## config.mk

```make
export PLATFORM = sky130hd
export DESIGN_NAME = axi_wr_mem_sink
export DESIGN_NICKNAME = d
export VERILOG_FILES = /design/src/rtl/axi_wr_mem_sink_pkg.sv /design/src/rtl/axi_wr_mem_sink_fifo.sv /design/src/rtl/axi_wr_mem_sink.sv
export SDC_FILE = /design/constraint.sdc
export NUM_CORES = 1
export LEC_CHECK = 0
export CORE_MARGIN = 3
export CORE_UTILIZATION = 29
export DETAILED_ROUTE_END_ITERATION = 6
export PLACE_DENSITY = 0.75
export SKIP_LAST_GASP = 1
export SYNTH_ARGS = -nofsm -noshare
export SYNTH_HDL_FRONTEND = slang
export SYNTH_SLANG_ARGS = --single-unit
```

## constraint.sdc

```tcl
create_clock -name ACLK -period 1.95 [get_ports ACLK]
set_clock_uncertainty 0.05 [all_clocks]
set_input_delay 0.4875 -clock ACLK [delete_from_list [all_inputs] [get_ports ACLK]]
set_output_delay 0.4875 -clock ACLK [all_outputs]
set_load 0.1 [all_outputs]
```

## src/rtl/axi_wr_mem_sink_pkg.sv

```systemverilog
// Shared definitions for the AXI write path: FSM states, commit counter width, BRESP codes.
// Optional debug read port of axi_wr_mem_sink is enabled by defining DBG_RD_EN.
package axi_wr_mem_sink_pkg;

  typedef enum logic {
    S_IDLE  = 1'b0,
    S_WRITE = 1'b1
  } wr_state_e;

  localparam int WRCNT_W = 16;

  localparam logic [1:0] BRESP_OKAY   = 2'b00;
  localparam logic [1:0] BRESP_EXOKAY = 2'b01;
  localparam logic [1:0] BRESP_SLVERR = 2'b10;
  localparam logic [1:0] BRESP_DECERR = 2'b11;

  // Width of a down-counter that must hold values 0..cycles-1.
  function automatic int cnt_width(input int cycles);
    return (cycles > 1) ? $clog2(cycles) : 1;
  endfunction

endpackage

```

## src/rtl/axi_wr_mem_sink_fifo.sv

```systemverilog
// Small synchronous FIFO with first-word-fall-through output; full/empty come from a
// registered occupancy count so they never depend on same-cycle push/pop.
module sync_fifo #(
  parameter int WIDTH = 40,
  parameter int AW    = 2
) (
  input  logic             clk,
  input  logic             rst_n,
  input  logic             push,
  input  logic             pop,
  input  logic [WIDTH-1:0] din,
  output logic [WIDTH-1:0] dout,
  output logic             full,
  output logic             empty
);

  localparam int DEPTH = 1 << AW;

  logic [WIDTH-1:0] mem_q [DEPTH];
  logic [AW-1:0]    wr_ptr_q, wr_ptr_d;
  logic [AW-1:0]    rd_ptr_q, rd_ptr_d;
  logic [AW:0]      count_q, count_d;
  logic             do_push, do_pop;

  assign full  = (count_q == (AW+1)'(DEPTH));
  assign empty = (count_q == '0);
  assign dout  = mem_q[rd_ptr_q];

  // A push while full is refused even if a pop happens in the same cycle.
  always_comb begin
    do_push  = push && !full;
    do_pop   = pop && !empty;
    wr_ptr_d = wr_ptr_q + AW'(do_push);
    rd_ptr_d = rd_ptr_q + AW'(do_pop);
    count_d  = count_q + (AW+1)'(do_push) - (AW+1)'(do_pop);
  end

  always_ff @(posedge clk or negedge rst_n) begin
    if (!rst_n) begin
      wr_ptr_q <= '0;
      rd_ptr_q <= '0;
      count_q  <= '0;
    end else begin
      wr_ptr_q <= wr_ptr_d;
      rd_ptr_q <= rd_ptr_d;
      count_q  <= count_d;
    end
  end

  always_ff @(posedge clk) begin
    if (do_push) begin
      mem_q[wr_ptr_q] <= din;
    end
  end

endmodule

```

## src/rtl/axi_wr_mem_sink.sv

```systemverilog
// Backing store behind the AXI write slave: buffers beats in a FIFO and commits them to a word
// memory through a slow fixed-latency port. Define DBG_RD_EN to add the dbg_addr/dbg_data read port.
module axi_wr_mem_sink
  import axi_wr_mem_sink_pkg::*;
#(
  parameter int DATA_W      = 32,
  parameter int ADDR_W      = 32,
  parameter int MEM_AW      = 8,
  parameter int FIFO_AW     = 2,
  parameter int WAIT_CYCLES = 2
) (
  input  logic                 ACLK,
  input  logic                 ARESETn,
  input  logic [DATA_W-1:0]    Dataout,
  input  logic [ADDR_W-1:0]    addressout,
  input  logic                 writeavail,
  output logic                 finishwrite,
  output logic                 busy,
  output logic [WRCNT_W-1:0]   wr_count,
  output logic                 err_oob
`ifdef DBG_RD_EN
  ,
  input  logic [MEM_AW-1:0]    dbg_addr,
  output logic [DATA_W-1:0]    dbg_data
`endif
);

  localparam int CNT_W    = cnt_width(WAIT_CYCLES);
  localparam int ENTRY_W  = MEM_AW + DATA_W;
  localparam int MEM_WORDS = 1 << MEM_AW;

  wr_state_e             state_q, state_d;
  logic [CNT_W-1:0]      cnt_q, cnt_d;
  logic [MEM_AW-1:0]     idx_q, idx_d;
  logic [DATA_W-1:0]     data_q, data_d;
  logic [WRCNT_W-1:0]    wr_count_q, wr_count_d;
  logic                  err_q, err_d;

  logic [DATA_W-1:0]     mem_q [MEM_WORDS];

  logic                  fifo_full, fifo_empty;
  logic                  fifo_push, fifo_pop;
  logic [ENTRY_W-1:0]    fifo_dout;
  logic                  accept, in_range, commit;
  logic                  unused_addr_lsbs;

  assign unused_addr_lsbs = ^addressout[1:0];

  assign in_range  = (addressout[ADDR_W-1:MEM_AW+2] == '0);
  assign accept    = writeavail && !fifo_full;
  assign fifo_push = accept && in_range;

  sync_fifo #(
    .WIDTH (ENTRY_W),
    .AW    (FIFO_AW)
  ) u_fifo (
    .clk   (ACLK),
    .rst_n (ARESETn),
    .push  (fifo_push),
    .pop   (fifo_pop),
    .din   ({addressout[MEM_AW+1:2], Dataout}),
    .dout  (fifo_dout),
    .full  (fifo_full),
    .empty (fifo_empty)
  );

  // Commit at counter==0 can immediately pop the next entry so bursts drain without a bubble.
  always_comb begin
    state_d  = state_q;
    cnt_d    = cnt_q;
    idx_d    = idx_q;
    data_d   = data_q;
    fifo_pop = 1'b0;
    commit   = 1'b0;
    case (state_q)
      S_IDLE: begin
        if (!fifo_empty) begin
          fifo_pop        = 1'b1;
          {idx_d, data_d} = fifo_dout;
          cnt_d           = CNT_W'(WAIT_CYCLES - 1);
          state_d         = S_WRITE;
        end
      end
      S_WRITE: begin
        if (cnt_q == '0) begin
          commit = 1'b1;
          if (!fifo_empty) begin
            fifo_pop        = 1'b1;
            {idx_d, data_d} = fifo_dout;
            cnt_d           = CNT_W'(WAIT_CYCLES - 1);
          end else begin
            state_d = S_IDLE;
          end
        end else begin
          cnt_d = cnt_q - 1'b1;
        end
      end
      default: state_d = S_IDLE;
    endcase
  end

  always_comb begin
    wr_count_d = wr_count_q + WRCNT_W'(commit);
    err_d      = err_q || (accept && !in_range);
  end

  always_ff @(posedge ACLK or negedge ARESETn) begin
    if (!ARESETn) begin
      state_q    <= S_IDLE;
      cnt_q      <= '0;
      idx_q      <= '0;
      data_q     <= '0;
      wr_count_q <= '0;
      err_q      <= 1'b0;
    end else begin
      state_q    <= state_d;
      cnt_q      <= cnt_d;
      idx_q      <= idx_d;
      data_q     <= data_d;
      wr_count_q <= wr_count_d;
      err_q      <= err_d;
    end
  end

  // Memory contents survive reset.
  always_ff @(posedge ACLK) begin
    if (commit) begin
      mem_q[idx_q] <= data_q;
    end
  end

  assign finishwrite = !fifo_full;
  assign busy        = (state_q == S_WRITE) || !fifo_empty;
  assign wr_count    = wr_count_q;
  assign err_oob     = err_q;

`ifdef DBG_RD_EN
  logic [DATA_W-1:0] dbg_data_q, dbg_data_d;

  always_comb begin
    dbg_data_d = mem_q[dbg_addr];
  end

  always_ff @(posedge ACLK or negedge ARESETn) begin
    if (!ARESETn) begin
      dbg_data_q <= '0;
    end else begin
      dbg_data_q <= dbg_data_d;
    end
  end

  assign dbg_data = dbg_data_q;
`else
  logic unused_mem;
  assign unused_mem = ^mem_q[0];
`endif

endmodule

```

== After elaboration in Yosys (flattened, before gate mapping) ==
Cells that the tools add are included.

* Register bits: 22
* Input bits: 67
* Output and inout bits: 19
* Logic and storage cells: 34

* Add/subtract/negate cells: 4
* Equal/unequal tests: 2
* Muxes and demuxes: 10
* Bitwise gates (word level): 1
* Reductions and logical operators: 12

{| class="wikitable"
|+ Operators by type and width
! cell !! count
|-
| $logic_not 22->1 || 1
|-
| $add 16x1->16 || 1
|-
| $mux 1 || 7
|-
| $pmux 1 s2 || 3
|-
| $logic_and 1x1->1 || 5
|-
| $add 3x1->3 || 1
|-
| $eq 3x3->1 const B || 1
|-
| $logic_not 1->1 || 3
|-
| $logic_not 3->1 || 1
|-
| $sub 3x1->3 || 1
|-
| $logic_or 1x1->1 || 2
|-
| $ne 2x2->1 const B || 1
|-
| $not 1->1 || 1
|-
| $sub 1x1->1 const B || 1
|}

== Longest topological paths before layout ==
Gate-level depths: netlist of run 1.

* Depth after elaboration: 7
* Depth in mapped cells: 9
* Depth with buffers taken out: 9

== Hierarchy ==
From an unflattened synthesis of run 1, not the netlist that was laid out.

* Cell total of the unflattened synthesis: 319
* Area, all modules: 7078.0 um^2

{| class="wikitable"
|+ Modules (own cells, without submodules)
! module !! times used !! cells each !! area each (um^2) !! sequential area each (um^2)
|-
| sync_fifo || 1 || 241 || 6217.2 || 4979.8
|-
| axi_wr_mem_sink || 1 || 78 || 860.8 || 475.5
|}

== Least setup slack after synthesis of run 1 ==
OpenSTA, ideal clock, no wires.

* Kind: reg2reg
* From: reg u_fifo.count_q[2]
* To: reg u_fifo.count_q[2]
* Library setup time: 0.125 ns
* Arrival time: 2.339 ns
* Required time: 1.775 ns
* Setup slack: -0.564 ns
* Stages on the path, launching flop included: 9
* Buffers on the path: 0
* Clock period less this slack: 2.514 ns
* Cell sequence: dfrtp_1 > or3b_1 > and2_0 > and4_1 > ha_1 > inv_1 > fa_1 > xnor2_1 > xnor2_1

* Word-level cells in the longest chain between the ends: 7
* Elaborated cells on any way between the ends: 13
* Those cells by class: add/sub: 2; eq/ne: 1; mux: 3; reduce/logical: 7

{| class="wikitable"
|+ Ends and longest elaborated chain
! what !! line !! source
|-
| from (decl) || axi_wr_mem_sink_fifo.sv:22 || <nowiki>logic [AW:0] count_q, count_d;</nowiki>
|-
| from (signal assigned) || axi_wr_mem_sink_fifo.sv:46 || <nowiki>count_q <= count_d;</nowiki>
|-
| $eq 3x3->1 * || axi_wr_mem_sink_fifo.sv:25 || <nowiki>assign full = (count_q == (AW+1)'(DEPTH));</nowiki>
|-
| $logic_not 1->1 * || -- ||
|-
| via finishwrite || axi_wr_mem_sink.sv:17 || <nowiki>output logic finishwrite,</nowiki>
|-
| $logic_and 1x1->1 || axi_wr_mem_sink.sv:50 || <nowiki>assign accept = writeavail && !fifo_full;</nowiki>
|-
| $logic_and 1x1->1 || axi_wr_mem_sink.sv:51 || <nowiki>assign fifo_push = accept && in_range;</nowiki>
|-
| $logic_and 1x1->1 * || axi_wr_mem_sink_fifo.sv:31 || <nowiki>do_push = push && !full;</nowiki>
|-
| $add 3x1->3 * || axi_wr_mem_sink_fifo.sv:35 || <nowiki>count_d = count_q + (AW+1)'(do_push) - (AW+1)'(do_pop);</nowiki>
|-
| $sub 3x1->3 * || axi_wr_mem_sink_fifo.sv:35 ||
|-
| via u_fifo.count_d[2] || axi_wr_mem_sink_fifo.sv:22 ||
|}

The timed path passes the listed nets; every way through them passes the cells marked *.
A chain may end at the register's enable or synchronous reset.

== Final worst setup path of run 1 ==
* From: reg u_fifo.count_q[2]
* To: reg u_fifo.count_q[2]

* Word-level cells in the longest chain between the ends: 7
* Elaborated cells on any way between the ends: 13
* Those cells by class: add/sub: 2; eq/ne: 1; mux: 3; reduce/logical: 7

{| class="wikitable"
|+ Ends and longest elaborated chain
! what !! line
|-
| $eq 3x3->1 || axi_wr_mem_sink_fifo.sv:25
|-
| $logic_not 1->1 || axi_wr_mem_sink_fifo.sv:31, axi_wr_mem_sink.sv:50
|-
| $logic_and 1x1->1 || axi_wr_mem_sink.sv:50
|-
| $logic_and 1x1->1 || axi_wr_mem_sink.sv:51
|-
| $logic_and 1x1->1 || axi_wr_mem_sink_fifo.sv:31
|-
| $add 3x1->3 || axi_wr_mem_sink_fifo.sv:35
|-
| $sub 3x1->3 * || axi_wr_mem_sink_fifo.sv:35
|-
| via u_fifo.count_d[2] || axi_wr_mem_sink_fifo.sv:22
|}

Marks and branches as above.

==> results.json, run 1 <==
{
  "power_frac_comb_pct": 57.0,
  "crit_fanout": 3,
  "dpl.hpwl_mm": 2.04,
  "syn_area_per_cell_um2": 11.9,
  "synth_seq_area_share_pct": 50.8,
  "power_frac_seq_pct": 30.6,
  "path_clk_slew_ns": 0.08,
  "synth.most_common_cell": "dfrtp_1",
  "clockRootBuffer": "clkbuf_8",
  "numClockSinks": 22,
  "drt_first_iter_violations": 36,
  "yosysWarnings": 0,
  "synth-main-ff-cell": "dfrtp_1",
  "synth_fa_ha_area_share_pct": 6.47,
  "synth_cells": 91,
  "nFillCells": 308,
  "grt_max_degree": 23,
  "grt_pass1_wl_mm": 4.18,
  "synthSimpleGateAreaFrac_pct": 25.1,
  "yosysUniqueCellTypes": 24,
  "synth_seq_cells": 22,
  "first_pass_iters": 4,
  "rsz0062_at_grt": "yes",
  "synth_top_family_by_area": "simple AND/OR/NAND/NOR gates",
  "hold_viol": 0,
  "hp-class": "reg2reg",
  "syn_to_final_growth_pct": 75.9,
  "die_x_um": 67.1,
  "start_kind": "flip-flop",
  "hold_slack_ns": 0.474,
  "num_rows": 21,
  "num-nets-final": 220,
  "ys_top_cells_by_count": "dfrtp_1 (22), xnor2_1 (8), xor2_1 (8)",
  "cts_buffer_depth": 2,
  "async_flop_share_pct": 100,
  "diodes": 0,
  "dieArea_um2": 4510,
  "worstSetupEndpointType": "flip-flop",
  "routed_wl_mm": 2.49,
  "power.density_nw_per_um2": 1340,
  "critPathKind": "reg2reg",
  "wl_met1_um": 894,
  "fmax_ghz": 0.497,
  "synth-xor-area-share_pct": 12.9,
  "yosysTopAreaCell": "dfrtp_1",
  "initial_utilization_pct": 31.2,
  "grt_usage_pct": 12.3,
  "io_pins": 86,
  "die_y_um": 67.1,
  "cts_max_level": 1,
  "wl_per_cell_um": 12.9,
  "tightest_slew_ns": 0.298,
  "multi_input_area_um2": 569,
  "final_layout_size_suffix_gt1_share_pct": 47.6,
  "overflow": 0,
  "synthesis.nets": 163,
  "numCtsBuffers": 3,
  "numPortBuffers": 43,
  "period_share_pct": 103,
  "synthMuxAreaShare_pct": 0.924,
  "period_needed_ns": 2.01,
  "finalSetupTns_ns": -0.0821,
  "avgViaCountPerCell": 4.80,
  "met3WireLength_um": 232,
  "core-area_um2": 3470,
  "relSlewSlack_pct": 80.1,
  "register_area_um2": 564,
  "vias": 926,
  "synth_compound_area_share_pct": 1.73,
  "synth_area_leaders": "dfrtp_1 (51%), xnor2_1 (6.5%), xor2_1 (6.5%)",
  "pwr-share-clk_pct": 12.4,
  "grt_pass1_vias": 960,
  "swShare_pct": 45.4,
  "switchingPower_uw": 1160,
  "cts_hold_repair.buffers": 0,
  "met2_length_mm": 1.33,
  "critPathArrivalTime_ns": 2.11,
  "cp.required_ns": 2.05,
  "violations": "setup timing",
  "status": "finished with violations",
  "slew_violations": 0,
  "drc": 0,
  "finalSetupViolations": 2,
  "synthesis.area_um2": 1080,
  "ant_nets": 0,
  "cts_tree": "built",
  "power.internal_uw": 1400,
  "highest_layer": "met4",
  "max-cap-violations": 0,
  "antenna_found_initial": 0,
  "worst_slack_ns": -0.0639,
  "peakVddDrop_mv": 0.485,
  "clock_latency_ns": 0.26,
  "synth_edf_count": 0,
  "place_congestion": 0.774,
  "synth_top_area_share_pct": 50.8,
  "p_leak_uw": 0.000856
}
## layer usage
metal | track usage, % | vias to the layer above
met5 | 0 | -
met4 | 4.56 | 0
met3 | 3.54 | 4
met2 | 23.1 | 47
met1 | 12.9 | 440
li1 | - | 435
## worst paths after layout
kind                       slack, ns  depth (start not counted)                end               from
setup / recovery               -0.06                          9  u_fifo.count_q[2]  u_fifo.count_q[2]
hold / removal                  0.47                          1        wr_count[4]        wr_count[4]
setup reg to reg               -0.06                          9  u_fifo.count_q[2]  u_fifo.count_q[2]
hold reg to reg                 0.47                          1        wr_count[4]        wr_count[4]
max in group asynchronous       1.06                          2        wr_count[0]            ARESETn
min in group asynchronous       0.54                          2       wr_count[12]            ARESETn
## final cells by class
| type | count | area share, % |
|---|---|---|
| multi-input combinational | 63 | 29.9 |
| timing repair buffer | 52 | 33.4 |
| tap | 46 | 3.02 |
| clock buffer | 4 | 2.89 |
| inverter | 6 | 1.18 |
| sequential | 22 | 29.6 |
## flip-flops by register name, indices dropped and copies added (netlist names)
name	cells
cnt_q	1
u_fifo.count_q	3
state_q	1
err_oob	1
wr_count	16
## placed cells by master, fill, tap and decap left out, types with 3 or more instances in the layout
master,instances
dfrtp_1,13
clkdlybuf4s50_1,4
clkbuf_8,4
buf_4,8
buf_12,19
inv_2,3
nand3_1,3
nor4_1,3
and4_1,3
buf_2,10
xnor2_1,7
clkdlybuf4s15_1,6
xor2_1,8
inv_1,3
nand4_1,4
dlygate4sd2_1,4
nor4_2,5
dfrtp_2,8
nand2_1,7
## kinds of logic after synthesis
group | after synthesis
AOI/OAI and AO/OA | 3
xor gates and xnor gates | 16
adders and majority gates | 5
buffers and inverters | 6
DFF | 22
muxes | 1
and+or+nand+nor | 38
## timing repair
item,CTS,global route
pin swaps,11,3
buffers inserted,2,2
resized for setup,51,7
setup endpoints to repair,2,6
endpoints found under the hold margin,0,0
## metrics by stage
| stage | utilization, % | worst slack [ns] | cell area [um2] | cells | power, uW |
|---|---|---|---|---|---|
| after CTS | 53.8 | -0.0998 | 1870 | 191 | 2530 |
| after detailed placement | 52.8 | -0.648 | 1830 | 185 | 2170 |
| after global routing | 54.9 | -0.176 | 1910 | 193 | 2700 |
| after floorplan | - | -0.139 | 1110 | 91 | 1600 |
| after global placement | 52.8 | -0.569 | 1830 | 185 | 2120 |
| final | 54.9 | -0.0639 | 1910 | 193 | 2560 |
## worst max-delay path, cell delays in order, from the launching register on
cell and delay (ns):
dfrtp_1 0.41, nor3_2 0.22, a21oi_1 0.07, ha_1 0.27, inv_1 0.06, ha_2 0.16, inv_2 0.04, fa_2 0.35
xnor2_2 0.15, xnor2_1 0.13
## power groups by stage
stage | registers, uW | logic [uW] | clock network [uW]
finish | 782 | 1460 | 317
CTS | 783 | 1420 | 327
global placement | 778 | 1340 | 0
detailed placement | 787 | 1380 | 0
global route | 804 | 1540 | 351
floorplan | 1200 | 403 | 0
No activity file was read; power rests on OpenSTA's default activity.
==> run 2: changes to the inputs <==
--- a/config.mk
+++ b/config.mk
@@ -9,7 +9,6 @@
 export CORE_UTILIZATION = 29
 export DETAILED_ROUTE_END_ITERATION = 6
 export PLACE_DENSITY = 0.75
-export SKIP_LAST_GASP = 1
 export SYNTH_ARGS = -nofsm -noshare
 export SYNTH_HDL_FRONTEND = slang
 export SYNTH_SLANG_ARGS = --single-unit
==> results of run 2 <==
Same layout as run 1: the final DEF is identical, and so are final timing and power.
